===== src/rtl/mux_diag_pkg.sv =====
// ---------------------------------------------------------------------------
// mux_diag_pkg
// Shared definitions for the gate-level 2:1 mux diagnosis sequencer.
//   state_t    - sequencer FSM states
//   NUM_NETS   - observable nets in the mux netlist (9)
//   NUM_VEC    - exhaustive input vectors {I0, I1, S} (8)
//   CONE       - fan-in cone of each net (bit k = net k)
//   golden()   - fault-free value of all 9 nets for one input vector
//   cone_of()  - cone lookup by net index, all-ones for out-of-range index
//
// Net numbering:
//   0:I0  1:I1  2:S stem  3:S->AND(I1)  4:S->INV  5:~S
//   6:I1&S  7:I0&~S  8:out
// ---------------------------------------------------------------------------
package mux_diag_pkg;

    typedef enum logic [2:0] {
        IDLE    = 3'd0,
        APPLY   = 3'd1,
        SETTLE  = 3'd2,
        COMPARE = 3'd3,
        DONE    = 3'd4
    } state_t;

    localparam int NUM_NETS = 9;
    localparam int NUM_VEC  = 8;

    // A fault at net k can only be observed on nets downstream of it, so the
    // highest-numbered mismatching net bounds the suspects to its fan-in cone.
    localparam logic [8:0] CONE [NUM_NETS] = '{
        9'h001,   // 0: I0
        9'h002,   // 1: I1
        9'h004,   // 2: S stem
        9'h00C,   // 3: S branch to I1 gate
        9'h014,   // 4: S branch to inverter
        9'h034,   // 5: ~S
        9'h04E,   // 6: I1 & S
        9'h0B5,   // 7: I0 & ~S
        9'h1FF    // 8: out
    };

    function automatic logic [8:0] golden(input logic i0, input logic i1, input logic s);
        logic [8:0] g;
        g[0] = i0;
        g[1] = i1;
        g[2] = s;
        g[3] = s;
        g[4] = s;
        g[5] = ~g[4];
        g[6] = g[1] & g[3];
        g[7] = g[0] & g[5];
        g[8] = g[6] | g[7];
        return g;
    endfunction

    function automatic logic [8:0] cone_of(input logic [3:0] idx);
        logic [8:0] m;
        m = CONE[NUM_NETS-1];
        for (int k = 0; k < NUM_NETS; k++) begin
            if (idx == 4'(k)) begin
                m = CONE[k];
            end
        end
        return m;
    endfunction

endpackage


===== src/rtl/mux_diag_cmp.sv =====
// ---------------------------------------------------------------------------
// mux_diag_cmp
// Combinational compare stage: computes the golden net values for the vector
// currently driven into the mux, XORs them against the observed nets and
// priority-encodes the highest mismatching net.
//
// Ports:
//   i0, i1, s  in   1  vector currently driven into the mux
//   obs        in   9  observed nets (bit k = net k)
//   mm_any     out  1  at least one net mismatches
//   idx        out  4  highest mismatching net (0 when mm_any=0)
//   cone       out  9  fan-in cone of net idx
// ---------------------------------------------------------------------------
module mux_diag_cmp
    import mux_diag_pkg::*;
(
    input  logic       i0,
    input  logic       i1,
    input  logic       s,
    input  logic [8:0] obs,
    output logic       mm_any,
    output logic [3:0] idx,
    output logic [8:0] cone
);

    logic [8:0] mm;

    always_comb begin
        mm     = obs ^ golden(i0, i1, s);
        mm_any = |mm;
        idx    = 4'd0;
        // Ascending scan: the last hit is the highest set bit.
        for (int k = 0; k < NUM_NETS; k++) begin
            if (mm[k]) begin
                idx = 4'(k);
            end
        end
        cone = cone_of(idx);
    end

endmodule


===== src/rtl/mux_diag_sequencer.sv =====
// ---------------------------------------------------------------------------
// mux_diag_sequencer
// Drives all 8 input vectors into the gate-level 2:1 mux, compares the 9
// observed nets against a golden model and narrows the suspected fault sites
// by intersecting fan-in cones.
//
// Parameters:
//   SETTLE_CYCLES  cycles between vector drive and observation (1..15)
//
// Ports:
//   clk             in   1  system clock, rising edge
//   rst             in   1  asynchronous active-high reset
//   start           in   1  launch a run (sampled in IDLE only)
//   dut_i0          out  1  mux data input 0 (vec[2])
//   dut_i1          out  1  mux data input 1 (vec[1])
//   dut_s           out  1  mux select (vec[0])
//   obs             in   9  observed nets, used only in COMPARE
//   busy            out  1  run in progress
//   done            out  1  one-cycle completion pulse
//   cand            out  9  remaining suspect nets
//   fail            out  1  any mismatch seen in the current/last run
//   first_fail_vec  out  3  vector of the first mismatch
//   mismatch_cnt    out  4  vectors with any mismatch
//
// State    | meaning
// ---------+-----------------------------------------------------------
// IDLE     | results held, waiting for start
// APPLY    | drive vec onto the mux inputs, load settle timer
// SETTLE   | inputs held while the netlist settles
// COMPARE  | sample obs, update suspects/status, advance or finish
// DONE     | done pulse, busy low, back to IDLE
//
// Per-vector period is SETTLE_CYCLES+2 cycles.
// ---------------------------------------------------------------------------
module mux_diag_sequencer
    import mux_diag_pkg::*;
#(
    parameter int SETTLE_CYCLES = 1
) (
    input  logic       clk,
    input  logic       rst,
    input  logic       start,
    output logic       dut_i0,
    output logic       dut_i1,
    output logic       dut_s,
    input  logic [8:0] obs,
    output logic       busy,
    output logic       done,
    output logic [8:0] cand,
    output logic       fail,
    output logic [2:0] first_fail_vec,
    output logic [3:0] mismatch_cnt
);

    state_t     state;
    logic [2:0] vec;
    logic [3:0] settle_cnt;

    logic       mm_any;
    logic [3:0] mm_idx;
    logic [8:0] mm_cone;

    // Golden model is evaluated on the registered mux inputs, which hold the
    // vector under test from APPLY through COMPARE.
    mux_diag_cmp u_cmp (
        .i0     (dut_i0),
        .i1     (dut_i1),
        .s      (dut_s),
        .obs    (obs),
        .mm_any (mm_any),
        .idx    (mm_idx),
        .cone   (mm_cone)
    );

    always_ff @(posedge clk or posedge rst) begin
        if (rst) begin
            state          <= IDLE;
            vec            <= 3'd0;
            settle_cnt     <= 4'd0;
            dut_i0         <= 1'b0;
            dut_i1         <= 1'b0;
            dut_s          <= 1'b0;
            busy           <= 1'b0;
            done           <= 1'b0;
            cand           <= 9'h1FF;
            fail           <= 1'b0;
            first_fail_vec <= 3'd0;
            mismatch_cnt   <= 4'd0;
        end else begin
            done <= 1'b0;
            case (state)
                IDLE: begin
                    if (start) begin
                        cand           <= 9'h1FF;
                        fail           <= 1'b0;
                        first_fail_vec <= 3'd0;
                        mismatch_cnt   <= 4'd0;
                        vec            <= 3'd0;
                        busy           <= 1'b1;
                        state          <= APPLY;
                    end
                end

                APPLY: begin
                    dut_i0     <= vec[2];
                    dut_i1     <= vec[1];
                    dut_s      <= vec[0];
                    settle_cnt <= SETTLE_CYCLES[3:0];
                    state      <= SETTLE;
                end

                SETTLE: begin
                    // Down-counter; the terminal compare also guards a zero load.
                    if (settle_cnt <= 4'd1) begin
                        state <= COMPARE;
                    end else begin
                        settle_cnt <= settle_cnt - 4'd1;
                    end
                end

                COMPARE: begin
                    if (mm_any) begin
                        cand         <= cand & mm_cone;
                        mismatch_cnt <= mismatch_cnt + 4'd1;
                        if (!fail) begin
                            fail           <= 1'b1;
                            first_fail_vec <= vec;
                        end
                    end
                    if (vec == 3'(NUM_VEC - 1)) begin
                        done  <= 1'b1;
                        busy  <= 1'b0;
                        state <= DONE;
                    end else begin
                        vec   <= vec + 3'd1;
                        state <= APPLY;
                    end
                end

                DONE: begin
                    state <= IDLE;
                end

                default: begin
                    state <= IDLE;
                end
            endcase
        end
    end

endmodule

===== config.mk =====
export PLATFORM = sky130hd
export DESIGN_NAME = mux_diag_sequencer
export DESIGN_NICKNAME = d
export VERILOG_FILES = /design/src/rtl/mux_diag_pkg.sv /design/src/rtl/mux_diag_cmp.sv /design/src/rtl/mux_diag_sequencer.sv
export SDC_FILE = /design/constraint.sdc
export NUM_CORES = 1
export LEC_CHECK = 0
export ABC_AREA = 1
export CAP_MARGIN = 20
export CORE_ASPECT_RATIO = 0.75
export CORE_UTILIZATION = 40
export DETAILED_ROUTE_END_ITERATION = 8
export GPL_ROUTABILITY_DRIVEN = 0
export PLACE_DENSITY = 0.66
export RECOVER_POWER = 50
export SLEW_MARGIN = 0
export SYNTH_ARGS = -nofsm -noshare
export SYNTH_HDL_FRONTEND = slang
export SYNTH_SLANG_ARGS = --single-unit

===== constraint.sdc =====
create_clock -name clk -period 1.6 [get_ports clk]
set_input_delay 0.4 -clock clk [delete_from_list [all_inputs] [get_ports clk]]
set_output_delay 0.4 -clock clk [all_outputs]
set_load 0.05 [all_outputs]

==> results.tsv, run 1 <==
metric	value	unit
clock skew	3.858	ps
Power Density	1942	nW/um2
Core Util, Final	66.33	%
Synth top area share	31.25	%
cell total after placement	333	
Yosys warnings	0	
min Tclk post-route	1693	ps
H-tree lvl count	2	
cell taking the most area after synthesis	dfrtp_1	
DRC	0	
CP Launch Type	input port	
syn_area_per_cell	8.114	um2
global-route met3 utilization	6.466	%
FP Rows	20	
#FFs+latches synth	32	
syn nets	244	
fin crit share	105.8	%
nets	306	
Clock Tree Buf Depth	2	
post-place setup slack	-423.9	ps
layout cells sized above 1	40.00	%
kind of critical path	input port to register	
complex-gate fraction of the synthesized area	9.511	%
CTS root buffer	clkbuf_8	
FF-to-FF End	mismatch_cnt[3]	
worst-skew pair later-pin latency	290	ps
I/O Buffers	33	
largest net degree at the start of global routing	33	
routing usage on met1	29.73	%
largest family of logic cells by synthesized area	simple AND/OR/NAND/NOR gates	
Clock Sinks	32	
simple-gate share of the synthesized area	29.62	%
Final Hold Viols	0	
count leader, synth	nand2_1	
met2 Resource Use GR	30.51	%
grt ovf	0	
Layout fillers	351	
Max-cap violations	0	
top post-synthesis cells by area	dfrtp_1, nand2_1, dfstp_2, inv_1, nor2_1	
worst r2r path cells	10	
Routed WL	4479	um
setup TNS	-735.2	ps
number of synthesized flops with an enable pin	0	
DR WL/cell	12.98	um
busiest layer in global routing	met2	
Synth Area in Adders	3.397	%
Tot Pwr	5.447	mW
Reg2Reg Launch Point	dut_s	
DIE WIDTH	80.36	um
Leak	1.349	nW
slack of the critical path	-93.46	ps
total vias in the final route	1627	
clk slew on worst S/H paths	70	ps
CORE AREA	4229	um2
Synth Instances	227	
CP Capture Type	register	
crit path max fanout	9	
max_slew headroom	47.70	%
Total Routing Usage GR	20.80	%
xor/xnor share of the synthesized area	4.959	%
Slew Limit Fails	0	
Slew @ Worst Pin	784.5	ps
most instantiated cells after synthesis	nand2_1, inv_1, dfrtp_1	
CTS tree	built	
die area	4883	um2
Critical Path AT	1870	ps
r2r setup slk	-50	ps
Via density	4.716	
number of global-route vias before repair	1580	
crit path from	obs[4]	
mux share of post-synthesis cell area	0	%
Final setup viols	15	
Worst Setup EP	mismatch_cnt[3]	
sequential-to-total area share from yosys stat	44.09	%
Area Growth Syn to Fin	52.31	%
final cell count without fillers	345	
failing checks	negative setup slack	
drt first pass iters	5	
first-pass GRT wire length	7355	um
Final HPWL DP	3111	um
# diodes	0	
Mapped Area	1842	um2
cts hold-fix bufs	0	
I/O Pins	34	
status	complete, but fails checks	
post-route ant nets	0	
achievable clock frequency	590.5	MHz
Hold Crit Class	register to register	
CTS Buf Count	5	
Worst VDD drop	1.127	mV
initial DRC count	100	
unrepaired setup endpoints after global routing	true	
post-synth cell types	29	
ys async rst share	100.0	%
Main synth FF type	dfrtp_1	
initial antenna violation count	0	
Req. time, crit path	1780	ps
initial core utilization	43.55	%
Die H	60.77	um
[worst min-delay path by stage]
stage,slack [ps],startpoint,end,depth (start not counted)
global placement,480,cand[3],cand[3],2
finish,500,cand[3],cand[3],2
floorplan,470,settle_cnt[0],settle_cnt[0],1
CTS,470,rst,fail,3
global route,510,cand[3],cand[3],2
detailed placement,480,cand[3],cand[3],2
[cells in the final DEF (no fill, tap or decap), drive strengths merged, types with 5 or more instances in the layout]
master / instances
clkdlybuf4s50: 8
clkbuf: 7
inv: 37
nand3: 13
dfstp: 9
nand2: 73
nor2: 23
buf: 44
o21ai: 22
a21oi: 7
dfrtp: 23
ha: 5
[kinds of logic (layout without fill, tap and decap cells)]
logic type,Yosys count,in the layout
AO/OA/AOI/OAI,31,31
XOR/XNOR,7,7
adder cells (fa/ha/maj),5,5
buffers and inverters,38,101
flip-flops,32,32
AND/OR/NAND/NOR,114,114
[critical path, stage by stage]
cell	delay (ps)
clkdlybuf4s50_1	440
xnor2_2	220
nand2_2	130
nor2_4	170
nand4_2	120
nand2_4	110
inv_4	70
nand2_1	60
nand2_1	50
nand2_1	70
nor2_2	30
[where the power goes]
part	internal [mW]	leakage (nW)	switching [mW]	total, mW
registers	1.13	0.394	0.347	1.48
clock network	0.343	0.0510	0.304	0.647
logic	1.46	0.905	1.86	3.32
[stage by stage]
| step | instance area, um2 | hold WS [ps] |
|---|---|---|
| global placement | 2620 | 481.2 |
| CTS | 2736 | 473.5 |
| finish | 2805 | 495.1 |
| detailed placement | 2620 | 483.1 |
| global route | 2805 | 506.3 |
| floorplan | 1861 | 467.2 |
[timing repair]
item | CTS | global route
buffers inserted | 1 | 3
pin swaps | 5 | 8
setup endpoints to repair | 18 | 21
gates resized for setup | 6 | 21
[registers in the layout, summed over array words and instances (netlist names)]
register and flops:
cand 9, mismatch_cnt 4, settle_cnt 4, first_fail_vec 3
state 3, vec 3, busy 1, done 1
dut_i0 1, dut_i1 1, dut_s 1, fail 1
[area by class of cell]
class | count | area (um2) | area share (%)
multi-input cells | 157 | 965.9 | 34.43
flip-flops and latches | 32 | 815.8 | 29.08
repair buffers | 56 | 718.2 | 25.60
inverters | 37 | 143.9 | 5.129
clock buffers | 6 | 82.58 | 2.944
well taps | 55 | 68.82 | 2.453
clock inverters | 2 | 10.01 | 0.3568
[routing by layer]
| metal | vias up | part of all wire (%) |
|---|---|---|
| met5 | - | 0 |
| met4 | 0 | 0.36 |
| met3 | 4 | 5.2 |
| met2 | 44 | 44 |
| met1 | 750 | 50 |
| li1 | 829 | - |
(Power assumes the default switching activity.)
==> run 2, diff against run 1 <==
--- a/config.mk
+++ b/config.mk
@@ -11,7 +11,6 @@
 export CORE_UTILIZATION = 40
 export DETAILED_ROUTE_END_ITERATION = 8
 export GPL_ROUTABILITY_DRIVEN = 0
-export PLACE_DENSITY = 0.66
 export RECOVER_POWER = 50
 export SLEW_MARGIN = 0
 export SYNTH_ARGS = -nofsm -noshare
==> constraint.sdc (replaced) <==
create_clock -name clk -period 2.1 [get_ports clk]
set_input_delay 0.525 -clock clk [delete_from_list [all_inputs] [get_ports clk]]
set_output_delay 0.525 -clock clk [all_outputs]
set_load 0.05 [all_outputs]
==> run 2 against run 1 <==
  * The run now ends clean
  * Clock skew rose by 8.0 ps
  * Non-clock buffer count fell by 17
  * Sequential cell count did not move
  * Clock power fell by 6.6%
  * Cell count fell by 4.9%
  * Count of clock-buffer cells in the layout fell by 1
==> results.tsv, run 2 (same netlist as run 1, synthesis figures left out) <==
metric	value	unit
crit path from	mismatch_cnt[2]	
post-route ant nets	0	
initial core utilization	43.55	%
Worst VDD drop	0.7184	mV
unrepaired setup endpoints after global routing	false	
total vias in the final route	1535	
CP max stage delay	830	ps
Cell Int Power	1.810	mW
Power Density	1508	nW/um2
Post-CTS Setup Inserts	0	
CTS root buffer	clkbuf_8	
Hold Startpoint	cand[3]	
fin crit share	96.56	%
WP buf/inv	1	
nets	289	
Largest register FFs	9	
achievable clock frequency	493.2	MHz
# diodes	0	
Routed WL	3990	um
Slew @ Worst Pin	791.7	ps
Final setup viols	0	
final instance area	2346	um2
crit path max fanout	3	
Hold Crit Class	register to register	
Flop pwr share	28.1	%
Final Hold Viols	0	
most frequent cells in the layout	nand2_1, inv_1, dfrtp_1	
cell family with most CP delay	buffers and inverters	
DR WL/cell	12.16	um
status	completed	
kind of critical path	register to output port	
Slew Limit Fails	0	
clk slew on worst S/H paths	70	ps
critical path depth	1	
Leak	1.135	nW
net switching power	1.729	mW
Req. time, crit path	1570	ps
H-tree lvl count	2	
Critical Path AT	1500	ps
Clock Sinks	32	
number of global-route vias before repair	1418	
Clk network pwr share	17.1	%
layout cells sized above 1	23.44	%
Max-cap violations	0	
CTS Buf Count	5	
initial DRC count	72	
setup TNS	0	ps
dpl cell area	2255	um2
Largest Register	cand	
worst r2r path cells	13	
die area	4883	um2
Clock Tree Buf Depth	2	
drt first pass iters	4	
Final HPWL DP	2971	um
Via density	4.680	
CP Capture Type	output port	
max_slew headroom	47.22	%
Area Growth Syn to Fin	27.38	%
Critical-path top delay cell	clkdlybuf4s50_1	
FP Rows	20	
worst-skew pair later-pin latency	290	ps
initial antenna violation count	0	
Worst Setup EP	mismatch_cnt[2]	
Post-CTS Resized	0	
I/O Pins	34	
combinational fraction of design power	54.9	%
DIE WIDTH	80.36	um
Reg2Reg Launch Point	dut_s	
CP Launch Type	register	
CORE AREA	4229	um2
cts hold-fix bufs	0	
I/O Buffers	33	
DRC	0	
largest net degree at the start of global routing	33	
grt ovf	0	
first-pass GRT wire length	6651	um
r2r setup slk	310	ps
Switching Fraction	48.85	%
commonest non-fill, non-tap cell in the layout	nand2_1	
FF-to-FF End	mismatch_cnt[3]	
Die H	60.77	um
crit-path cells	clkdlybuf4s50_1	
clock skew	11.83	ps
largest registers	cand x9, mismatch_cnt x4, settle_cnt x4	
min Tclk post-route	2028	ps
Total Routing Usage GR	18.89	%
CTS tree	built	
-- run 2: changes by cell type in the layout (fill, tap and decap cells not counted), sizes merged --
cell and change:
clkbuf +4, clkdlybuf4s50 +11, dlygate4sd2 -2, clkinvlp +1
bufinv +1, buf -31, clkinv -1
-- run 2: worst min path at each step --
stage / endpoint / slack [ps] / cells past startpoint
CTS: cand[3] / 470 / 2
detailed placement: cand[3] / 450 / 2
finish: cand[3] / 460 / 2
global placement: cand[3] / 450 / 2
floorplan: settle_cnt[0] / 470 / 1
global route: cand[2] / 480 / 2
-- run 2: final cells by class --
class | count | area [um2]
Fill cell | 418 | 1883
Timing Repair Buffer | 39 | 335.3
Tap cell | 55 | 68.82
Clock inverter | 3 | 42.54
Inverter | 37 | 143.9
Multi-Input combinational cell | 157 | 874.6
Clock buffer | 5 | 68.82
Sequential cell | 32 | 812.0
-- run 2: metal layers --
layer  up-vias  share of wire (%)  wire (um)  global-route usage, %
met3         9                6.7        269                  5.263
met1       689                 57       2285                  29.27
li1        793                  -          -                      -
met2        44                 34       1365                  23.85
met5         -                  0          0                      0
met4         0                1.8         70                  8.163
-- run 2: through the flow --
stage / utilization (%) / cells / hold slack [ps] / worst slack [ps] / power (mW)
6_report: 55.47 / 328 / 461.0 / 72.33 / 3.539
5_1_grt: 55.47 / 328 / 484.2 / 13.64 / 3.819
4_1_cts: 55.95 / 328 / 465.2 / 69.80 / 3.611
3_5_place_dp: 53.31 / 320 / 453.9 / -10.64 / 2.990
3_3_place_gp: 53.31 / 320 / 452.0 / 11.95 / 2.984
2_1_floorplan: - / 227 / 467.2 / 243.1 / 2.420
-- run 2: power groups by stage --
stage / Combinational, mW / Sequential, mW / Clock, mW
after floorplan: 0.964 / 1.46 / 0
after CTS: 2.00 / 0.995 / 0.615
final: 1.94 / 0.993 / 0.604
after global placement: 1.98 / 1.01 / 0
after global routing: 2.15 / 1.02 / 0.642
after detailed placement: 1.99 / 1.00 / 0
==> run 3, diff against run 2 <==
--- a/config.mk
+++ b/config.mk
@@ -8,7 +8,9 @@
 export ABC_AREA = 1
 export CAP_MARGIN = 20
 export CORE_ASPECT_RATIO = 0.75
+export CORE_MARGIN = 2
 export CORE_UTILIZATION = 40
+export CTS_CLUSTER_SIZE = 20
 export DETAILED_ROUTE_END_ITERATION = 8
 export GPL_ROUTABILITY_DRIVEN = 0
 export RECOVER_POWER = 50
==> constraint.sdc (replaced) <==
create_clock -name clk -period 2.15 [get_ports clk]
set_input_delay 0.5375 -clock clk [delete_from_list [all_inputs] [get_ports clk]]
set_output_delay 0.5375 -clock clk [all_outputs]
set_load 0.05 [all_outputs]
==> run 3 against run 2 <==
  * Critical path depth is the same
  * Clock skew shrank 7.4 ps
  * Count of clock-buffer cells in the layout grew 1
  * Global-route usage shrank 1.5 points
  * Cell count is the same
  * Combinational power shrank 4%
  * Sequential share of layout area grew 0.22 points
  * First-iteration DRC count grew 8.3%
  * Largest cell class unchanged
==> results.tsv, run 3 (same netlist as run 1, synthesis figures left out) <==
metric	value	unit
status	completed	
Req. time, crit path	1610	ps
Hold Crit Class	register to register	
# diodes	0	
r2r setup slk	360	ps
Area Growth Syn to Fin	26.56	%
fin crit share	96.37	%
Total Routing Usage GR	17.37	%
Die H	62.77	um
Max Used Layer	met4	
unrepaired setup endpoints after global routing	false	
die area	5169	um2
largest registers	cand x9, mismatch_cnt x4, settle_cnt x4	
Final Hold Viols	0	
achievable clock frequency	482.6	MHz
hold slack	469.5	ps
Flop pwr share	28.8	%
commonest non-fill, non-tap cell in the layout	nand2_1	
Max-cap violations	0	
worst-skew pair later-pin latency	290	ps
Worst VDD drop	0.7508	mV
DIE WIDTH	82.36	um
Power Density	1476	nW/um2
cts hold-fix bufs	0	
kind of critical path	register to output port	
DRC	0	
CTS Buf Count	5	
I/O Pins	34	
clk slew on worst S/H paths	70	ps
Clock Sinks	32	
Clk network pwr share	16.9	%
H-tree lvl count	2	
WL met3	218	um
Leak	1.124	nW
FP Rows	21	
DR WL/cell	12.15	um
Final setup viols	0	
setup TNS	0	ps
number of global-route vias before repair	1428	
Reg2Reg Launch Point	dut_s	
Slew Limit Fails	0	
post-route ant nets	0	
crit path max fanout	3	
drt first pass iters	4	
CTS tree	built	
Critical-path top delay cell	clkdlybuf4s50_1	
initial core utilization	41.48	%
largest net degree at the start of global routing	33	
min Tclk post-route	2072	ps
Via density	4.607	
max_slew headroom	46.55	%
Hold Path Stages	2	
FF-to-FF End	mismatch_cnt[3]	
CP Capture Type	output port	
first-pass GRT wire length	6699	um
Post-Route M1 WL	2192	um
total vias in the final route	1511	
grt ovf	0	
Largest Register	cand	
initial antenna violation count	0	
CP max stage delay	830	ps
cell family with most CP delay	buffers and inverters	
nets	287	
initial DRC count	78	
net switching power	1.688	mW
Slew @ Worst Pin	801.7	ps
WP buf/inv	1	
layout cells sized above 1	21.77	%
I/O Buffers	33	
Final HPWL DP	3039	um
Cell Int Power	1.753	mW
CORE AREA	4441	um2
Switching Fraction	49.05	%
combinational fraction of design power	54.3	%
Routed WL	3985	um
CTS root buffer	clkbuf_8	
clock skew	4.479	ps
most frequent cells in the layout	nand2_1, inv_1, dfrtp_1	
CP Launch Type	register	
worst r2r path cells	11	
Layout fillers	459	
Hold EP	cand[3]	
Critical Path AT	1530	ps
Clock Tree Buf Depth	2	
Hold Startpoint	cand[3]	
Post-CTS Setup Inserts	0	
Post-CTS Resized	0	
Largest register FFs	9	
crit-path cells	clkdlybuf4s50_1	
WL met2	1505	um
[run 3: changes by cell type in the layout (fill, tap and decap cells not counted)]
cell             before  now
clkbuf_2              2    1
clkbuf_1              4    6
clkdlybuf4s50_1      19   20
buf_4                12    9
clkinvlp_4            1    0
[run 3: power groups by stage]
stage / clock, mW / sequential (mW) / combinational (mW)
after global routing: 0.627 / 1.01 / 2.05
after CTS: 0.598 / 0.995 / 1.92
after detailed placement: 0 / 1.00 / 1.91
final: 0.581 / 0.992 / 1.87
after floorplan: 0 / 1.42 / 0.941
after global placement: 0 / 1.00 / 1.89
[run 3: per-stage QoR]
stage	worst slack [ps]	instance area [um2]	total power [mW]	util [%]	std cells
2_1_floorplan	293.1	1842	2.364	-	227
3_3_place_gp	54.95	2245	2.894	50.55	320
3_5_place_dp	24.41	2245	2.912	50.55	320
4_1_cts	73.98	2352	3.513	52.97	328
5_1_grt	53.00	2331	3.691	52.49	328
6_report	78.09	2331	3.441	52.49	328
[run 3: worst max-delay path by stage]
stage	start	cells past startpoint	to	slack, ps
floorplan	dut_s	12	mismatch_cnt[3]	290
global placement	obs[3]	11	mismatch_cnt[3]	50
detailed placement	obs[3]	11	mismatch_cnt[3]	20
CTS	fail	1	fail	70
global route	fail	1	fail	50
finish	fail	1	fail	80
[run 3: routing by layer]
metal / vias up / global-route usage, %
met5: - / 0
li1: 794 / -
met3: 7 / 4.769
met1: 675 / 27.99
met4: 0 / 6.875
met2: 35 / 21.27
[run 3: tightest hold or removal path, stage by stage, from the launching register on]
cell and delay, ps:
dfstp_2 370, nand2_1 60, nand2_1 40
[run 3: area by class of cell]
type,instances,area [um2],area share (%)
repair buffers,37,321.6,13.79
clock inverters,2,35.03,1.503
clock buffers,6,72.57,3.113
inverters,37,143.9,6.173
multi-input cells,157,874.6,37.52
flip-flops and latches,32,812.0,34.84
well taps,57,71.32,3.060
